<file path="config.mk">
export PLATFORM = sky130hd
export DESIGN_NAME = mem_stage_flat
export DESIGN_NICKNAME = d
export VERILOG_FILES = /design/src/rtl/mem_stage_pkg.sv /design/src/rtl/mem_stage_if.sv /design/src/rtl/mem_stage_load_ext.sv /design/src/rtl/mem_stage.sv /design/src/flat_wrapper.sv
export SDC_FILE = /design/constraint.sdc
export NUM_CORES = 1
export LEC_CHECK = 0
export ABC_AREA = 1
export BUFFER_PORTS_ARGS = -buffer_cell sky130_fd_sc_hd__buf_2
export CAP_MARGIN = 20
export CORE_AREA = 2 2 118 120
export DETAILED_ROUTE_END_ITERATION = 6
export DIE_AREA = 0 0 120 122
export PLACE_DENSITY = 0.73
export SLEW_MARGIN = 40
export SYNTH_ARGS = -nofsm -noshare
export SYNTH_HDL_FRONTEND = slang
export SYNTH_SLANG_ARGS = --single-unit
</file>
<file path="constraint.sdc">
create_clock -name clk -period 3.4 [get_ports clk]
set_input_delay 0.51 -clock clk [delete_from_list [all_inputs] [get_ports clk]]
set_output_delay 0.51 -clock clk [all_outputs]
set_load 0.005 [all_outputs]
</file>
<file path="src/rtl/mem_stage_pkg.sv">
// Shared types and constants for the MEM pipeline stage: bus layouts, load opcodes,
// stall encoding and the read-data hold-buffer states.
package mem_stage_pkg;

  localparam int EX_TO_MEM_WD = 82;
  localparam int MEM_TO_WB_WD = 70;
  localparam int MEM_TO_RF_WD = 38;

  localparam logic [5:0] OP_LB  = 6'b100000;
  localparam logic [5:0] OP_LBU = 6'b100100;
  localparam logic [5:0] OP_LH  = 6'b100001;
  localparam logic [5:0] OP_LHU = 6'b100101;
  localparam logic [5:0] OP_LW  = 6'b100011;

  localparam logic STOP    = 1'b1;
  localparam logic NO_STOP = 1'b0;

  typedef enum logic {
    HOLD_IDLE,
    HOLD_HELD
  } hold_state_e;

  typedef struct packed {
    logic [5:0]  ld_st_op;
    logic [31:0] pc;
    logic        sram_en;
    logic [3:0]  sram_wen;
    logic        sel_rf_res;
    logic        rf_we;
    logic [4:0]  rf_waddr;
    logic [31:0] ex_result;
  } ex_to_mem_t;

  typedef struct packed {
    ex_to_mem_t  ex;
    logic [1:0]  addr_lo;
  } mem_reg_t;

  typedef struct packed {
    logic [31:0] pc;
    logic        rf_we;
    logic [4:0]  rf_waddr;
    logic [31:0] rf_wdata;
  } wb_bus_t;

  typedef struct packed {
    logic        rf_we;
    logic [4:0]  rf_waddr;
    logic [31:0] rf_wdata;
  } rf_bus_t;

  // Widens a byte or halfword to 32 bits; upper bits of v are ignored for bytes.
  function automatic logic [31:0] extend(input logic [15:0] v, input logic is_half,
                                         input logic is_signed);
    logic fill;
    if (is_half) begin
      fill = is_signed & v[15];
      return {{16{fill}}, v};
    end
    fill = is_signed & v[7];
    return {{24{fill}}, v[7:0]};
  endfunction

endpackage

</file>
<file path="src/rtl/mem_stage_if.sv">
// EX/SRAM -> MEM inputs and MEM -> WB/RF outputs of the memory stage, bundled for port use.
interface mem_stage_if;
  import mem_stage_pkg::*;

  logic [EX_TO_MEM_WD-1:0] ex_to_mem_bus;
  logic [1:0]              ex_addr_lo;
  logic [31:0]             data_sram_rdata;
  logic [MEM_TO_WB_WD-1:0] mem_to_wb_bus;
  logic [MEM_TO_RF_WD-1:0] mem_to_rf_bus;

  modport master (
    output ex_to_mem_bus,
    output ex_addr_lo,
    output data_sram_rdata,
    input  mem_to_wb_bus,
    input  mem_to_rf_bus
  );

  modport slave (
    input  ex_to_mem_bus,
    input  ex_addr_lo,
    input  data_sram_rdata,
    output mem_to_wb_bus,
    output mem_to_rf_bus
  );

endinterface

</file>
<file path="src/rtl/mem_stage_load_ext.sv">
// Load data extraction: picks the addressed byte/halfword of the read word and
// sign- or zero-extends it; non-load opcodes yield zero.
module mem_stage_load_ext
  import mem_stage_pkg::*;
(
  input  logic [5:0]  ld_st_op_i,
  input  logic [1:0]  addr_lo_i,
  input  logic [31:0] word_i,
  output logic [31:0] data_o
);

  logic [7:0]  byte_sel;
  logic [15:0] half_sel;

  always_comb begin
    unique case (addr_lo_i)
      2'd0:    byte_sel = word_i[7:0];
      2'd1:    byte_sel = word_i[15:8];
      2'd2:    byte_sel = word_i[23:16];
      default: byte_sel = word_i[31:24];
    endcase
  end

  // Misaligned halfword addresses are not trapped; bit 0 simply does not matter here.
  assign half_sel = addr_lo_i[1] ? word_i[31:16] : word_i[15:0];

  // NOTE: every output of a combinational block gets a value on every path (default
  // first); a path that leaves one unassigned infers a latch.
  always_comb begin
    data_o = '0;
    unique case (ld_st_op_i)
      OP_LB:   data_o = extend({8'h00, byte_sel}, 1'b0, 1'b1);
      OP_LBU:  data_o = extend({8'h00, byte_sel}, 1'b0, 1'b0);
      OP_LH:   data_o = extend(half_sel, 1'b1, 1'b1);
      OP_LHU:  data_o = extend(half_sel, 1'b1, 1'b0);
      OP_LW:   data_o = word_i;
      default: data_o = '0;
    endcase
  end

endmodule

</file>
<file path="src/rtl/mem_stage.sv">
// MEM pipeline stage: stall-controlled EX->MEM register, synchronous-SRAM read-word
// hold buffer, load extension and write-back select driving the WB and forwarding buses.
module mem_stage
  import mem_stage_pkg::*;
(
  input  logic       clk,
  input  logic       rst,
  input  logic [5:0] stall,
  mem_stage_if.slave bus
);

  ex_to_mem_t  ex_in;
  mem_reg_t    mem_d, mem_q;
  hold_state_e state_d, state_q;
  logic [31:0] rdata_buf_d, rdata_buf_q;
  logic [31:0] word_sel, load_data, rf_wdata;
  logic        do_load, do_bubble, do_hold, is_read;
  wb_bus_t     wb_bus;
  rf_bus_t     rf_bus;
  logic        unused_stall;

  assign ex_in        = ex_to_mem_t'(bus.ex_to_mem_bus);
  assign unused_stall = ^{stall[5], stall[2:0]};

  // MEM stopped while WB runs means this stage must drain a bubble; both stopped holds.
  assign do_load   = (stall[3] == NO_STOP);
  assign do_bubble = (stall[3] == STOP) && (stall[4] == NO_STOP);
  assign do_hold   = (stall[3] == STOP) && (stall[4] == STOP);

  always_comb begin
    mem_d = mem_q;
    if (do_bubble) begin
      mem_d = '0;
    end else if (do_load) begin
      mem_d = '{ex: ex_in, addr_lo: bus.ex_addr_lo};
    end
  end

  // NOTE: sequential state is updated only with non-blocking assignments so every
  // register samples pre-edge values regardless of block ordering.
  always_ff @(posedge clk) begin
    if (rst) begin
      mem_q <= '0;
    end else begin
      mem_q <= mem_d;
    end
  end

  assign is_read = mem_q.ex.sram_en && (mem_q.ex.sram_wen == 4'b0000);

  // The SRAM presents read data for one cycle only, so a load stuck in MEM keeps a copy.
  always_comb begin
    state_d     = state_q;
    rdata_buf_d = rdata_buf_q;
    unique case (state_q)
      HOLD_IDLE: begin
        if (do_hold && is_read) begin
          state_d     = HOLD_HELD;
          rdata_buf_d = bus.data_sram_rdata;
        end
      end
      HOLD_HELD: begin
        if (!do_hold) begin
          state_d = HOLD_IDLE;
        end
      end
      default: state_d = HOLD_IDLE;
    endcase
  end

  always_ff @(posedge clk) begin
    if (rst) begin
      state_q     <= HOLD_IDLE;
      rdata_buf_q <= '0;
    end else begin
      state_q     <= state_d;
      rdata_buf_q <= rdata_buf_d;
    end
  end

  assign word_sel = (state_q == HOLD_HELD) ? rdata_buf_q : bus.data_sram_rdata;

  mem_stage_load_ext u_load_ext (
    .ld_st_op_i (mem_q.ex.ld_st_op),
    .addr_lo_i  (mem_q.addr_lo),
    .word_i     (word_sel),
    .data_o     (load_data)
  );

  assign rf_wdata = mem_q.ex.sel_rf_res ? load_data : mem_q.ex.ex_result;

  assign wb_bus = '{pc:       mem_q.ex.pc,
                    rf_we:    mem_q.ex.rf_we,
                    rf_waddr: mem_q.ex.rf_waddr,
                    rf_wdata: rf_wdata};

  assign rf_bus = '{rf_we:    mem_q.ex.rf_we,
                    rf_waddr: mem_q.ex.rf_waddr,
                    rf_wdata: rf_wdata};

  assign bus.mem_to_wb_bus = wb_bus;
  assign bus.mem_to_rf_bus = rf_bus;

endmodule

</file>
<file path="src/flat_wrapper.sv">
// flat-port wrapper written by rule: the top's interface ports become plain ports
module mem_stage_flat import mem_stage_pkg::*;
  (clk, rst, stall, bus_ex_to_mem_bus, bus_ex_addr_lo, bus_data_sram_rdata, bus_mem_to_wb_bus, bus_mem_to_rf_bus);
  mem_stage_if bus_i ();
  input  logic clk;
  input  logic rst;
  input  logic [5:0] stall;
  input wire logic [$bits(bus_i.ex_to_mem_bus)-1:0] bus_ex_to_mem_bus;
  input wire logic [$bits(bus_i.ex_addr_lo)-1:0] bus_ex_addr_lo;
  input wire logic [$bits(bus_i.data_sram_rdata)-1:0] bus_data_sram_rdata;
  output wire logic [$bits(bus_i.mem_to_wb_bus)-1:0] bus_mem_to_wb_bus;
  output wire logic [$bits(bus_i.mem_to_rf_bus)-1:0] bus_mem_to_rf_bus;
  assign bus_i.ex_to_mem_bus = bus_ex_to_mem_bus;
  assign bus_i.ex_addr_lo = bus_ex_addr_lo;
  assign bus_i.data_sram_rdata = bus_data_sram_rdata;
  assign bus_mem_to_wb_bus = bus_i.mem_to_wb_bus;
  assign bus_mem_to_rf_bus = bus_i.mem_to_rf_bus;
  mem_stage u_core (.clk(clk), .rst(rst), .stall(stall), .bus(bus_i));
endmodule
</file>
==> results.ini <==
[clock_tree]
cts-hold-fix-buffers = 0
cts_tree = yes
h-tree-depth = 4
cts_resized = 0
ctsRootBufferMaster = clkbuf_16
clkLatencyLatePin_ps = 410
numCtsBuffers = 17
cts_setup_buffers = 0
clock_net_sink_count = 117
clkSlewWorstSetupHoldPaths_ps = 60
clk_path_buf_depth = 2

[critical_path]
timing.critical_path.from = u_core.mem_q[0]
worst_path_required_time_ps = 2890
crit_type = flip-flop to primary output
r2r-start = u_core.state_q
worstSetupStartpointType = flip-flop
reg2regPathDepth = 8
worstReg2RegEnd = u_core.rdata_buf_q[10]
cp-endpoint = bus_mem_to_rf_bus[31]
setup.worst_path.end_class = primary output
cp.arrival_ps = 2340
ff2ff_setup_slack_ps = 1330
worst-path-max-fanout = 24

[route]
via_count = 6482
drtIter0Drc = 638
first_pass_iters = 6
post_drt_via_cell_ratio = 4.956
detail-route-antenna-nets = 0
drc_errors = 0
post_drt_wl_per_cell_um = 13.59
postRouteWirelength_mm = 17.78

[timing]
final_tns_setup_ps = 0
timing.slew.headroom_pct = 43.73
clock-skew-final_ps = 6.952
timing_hold_violations_final = 0
final.period_utilization_pct = 83.92
worst_pin_slew_ps = 837.0
drv_slew = 0
max_freq_ghz = 0.3505
final-setup-viol-count = 0
rsz0062_at_grt = no
min_period_ps = 2853
worst_slack_ps = 546.8
fin_hold_ws_ps = 270.0

[synth]
yosys.area_share.adder_pct = 0
post_synth_instance_area_mm2 = 0.006326
ys_seq_area_share_pct = 37.03
synth.ff_latch_count = 117
main_combinational_cell_family_by_area_after_synthesis = simple AND/OR/NAND/NOR gates
post_synth_inst_count = 995
synth_top_flop_cell = dfxtp_1
synth_xor_area_share_pct = 0
synth.mux.area_fraction_pct = 0
share_of_the_synthesized_area_in_compound_gates_ao_oa_aoi_oai_pct = 12.01
async_reset_ff_share_pct = 0
avgSynthCellArea_um2 = 6.358
synth_cell_types = 24
synth.yosys.warnings = 0
synth-edff-count = 0
synth_nets = 1119
synth_simple_gate_area_share_pct = 35.78

[floorplanning]
ioPinCount = 232
die_width_um = 120
die_height_um = 122
fp.dieArea_mm2 = 0.01464
floorplan.core_area_mm2 = 0.01350
initial_utilization_pct = 46.85
std_cell_rows = 43

[pwr]
switching_power_mw = 0.9570
power_density_mw_per_mm2 = 479.9
intPower_mw = 2.624
share_seq_of_total_power_pct = 40.7
power.leakage_nw = 3.724
power.ir.vdd_worst_uv = 361.8
p_sw_share_pct = 26.73
part_of_the_power_in_combinational_logic_pct = 11.6
pwr-share-clk_pct = 47.6

[grt]
grt_pass1_wl_mm = 28.26
gr_ovfl_total = 0
number_of_antenna_violations_at_the_first_check_in_global_routing = 0
grt_max_degree = 85
grt_util_all_layers_pct = 24.24
number_of_global_route_vias_before_repair = 5848

[cells_and_area]
fill_cells = 1404
total_number_of_nets_in_the_final_design = 1238
drive_above_1_share_pct = 25.29
design_area_mm2 = 0.007461
register_area_mm2 = 0.002342
syn_to_final_growth_pct = 17.94
multi_input_comb_area_mm2 = 0.003034
finalNonFillerCells = 1308

[placement]
gp_congestion = 0.9099
dpl_cell_area_mm2 = 0.006877
post-place-cells = 1275
place.detailed.hpwl_mm = 12.63
port-buffer-count = 227
dp_worst_setup_slack_ps = 1039

[run_status]
status = completed

[hold_path]
worst_hold_path_type = input port to flip-flop

[job]
maxCapViolations = 0

-- routing by layer --
layer	track usage [%]	vias up	routed length (µm)
li1	-	3295	-
met1	30.46	2924	7634
met2	39.49	240	8340
met3	8.240	23	1516
met4	7.132	0	288
met5	0	-	0
-- worst min-delay path by stage --
stage / startpoint / to / slack, ps / depth (start not counted)
6_report: rst / u_core.state_q / 270 / 2
5_1_grt: rst / u_core.state_q / 270 / 2
4_1_cts: rst / u_core.state_q / 250 / 2
3_5_place_dp: u_core.bus.mem_to_wb_bus[49] / u_core.bus.mem_to_wb_bus[49] / 450 / 2
3_3_place_gp: u_core.bus.mem_to_wb_bus[49] / u_core.bus.mem_to_wb_bus[49] / 440 / 2
2_1_floorplan: u_core.bus.mem_to_wb_bus[49] / u_core.bus.mem_to_wb_bus[49] / 440 / 2
-- power by group through the flow --
stage	clock network (mW)	registers [mW]	logic, mW
floorplan	0	1.48	0.293
global placement	0	1.48	0.411
detailed placement	0	1.49	0.416
CTS	1.73	1.46	0.417
global route	1.79	1.46	0.472
finish	1.71	1.46	0.417
-- per-stage QoR --
step / total power, mW / utilization (%)
detailed placement: 1.903 / 50.92
global placement: 1.896 / 50.92
global route: 3.726 / 55.23
CTS: 3.606 / 55.15
floorplan: 1.770 / -
finish: 3.581 / 55.25
-- layout by cell type, fill, tap and decap left out, types with 2 or more instances in the layout --
cell type / instances
inv_1: 16
buf_2: 227
clkinv_2: 2
nor2_1: 131
buf_4: 5
nand3_1: 38
clkinvlp_4: 4
nand2_1: 387
clkinv_4: 6
buf_6: 3
nor4_1: 2
inv_2: 5
nand2_2: 4
a21oi_1: 110
clkbuf_16: 17
nor2_4: 3
dfxtp_1: 117
o21ai_0: 39
-- logic make-up (layout without fill, tap and decap cells) --
| family | after synthesis | after routing |
|---|---|---|
| AND/OR/NAND/NOR | 571 | 571 |
| buffers and inverters | 156 | 288 |
| AO/OA/AOI/OAI | 151 | 151 |
| flip-flops | 117 | 117 |
| other | 0 | 1 |
-- synth_stat cells (2+ instances only) --
library cell	number	area, µm²
nor4_1	2	12.51
dfxtp_1	117	2342
buf_4	83	623.1
nor2_1	131	491.7
inv_2	3	11.26
nor2_4	3	33.78
nand2_1	387	1453
o21ai_0	39	195.2
buf_1	6	22.52
nand2_2	4	25.02
buf_2	15	75.07
clkbuf_1	25	93.84
a21oi_1	110	550.5
inv_1	18	67.56
buf_6	6	67.56
nand3_1	38	190.2
-- critical path, cell delays in order, from the launching register on --
cell and delay [ps]:
dfxtp_1 620, inv_1 260, nor2_1 150, nand2_1 70
nand4_2 80, nand2_2 250, nand2_1 140, nand2_1 60
nand2_1 150, buf_2 140
-- final cells by class --
| type | instances | area share, % |
|---|---|---|
| Clock inverter | 14 | 1.761 |
| Inverter | 21 | 1.057 |
| Timing Repair Buffer | 235 | 16.18 |
| Clock buffer | 18 | 5.886 |
| Multi-Input combinational cell | 722 | 40.67 |
| Antenna cell | 1 | 0.03354 |
| Sequential cell | 117 | 31.39 |
| Tap cell | 180 | 3.019 |
-- registers in the layout, summed over array words and instances, names as in the netlist --
register and flops:
u_core.bus.mem_to_rf_bus 6, u_core.bus.mem_to_wb_bus 32, u_core.mem_q 46, u_core.rdata_buf_q 32, u_core.state_q 1
(Power assumes the default switching activity.)
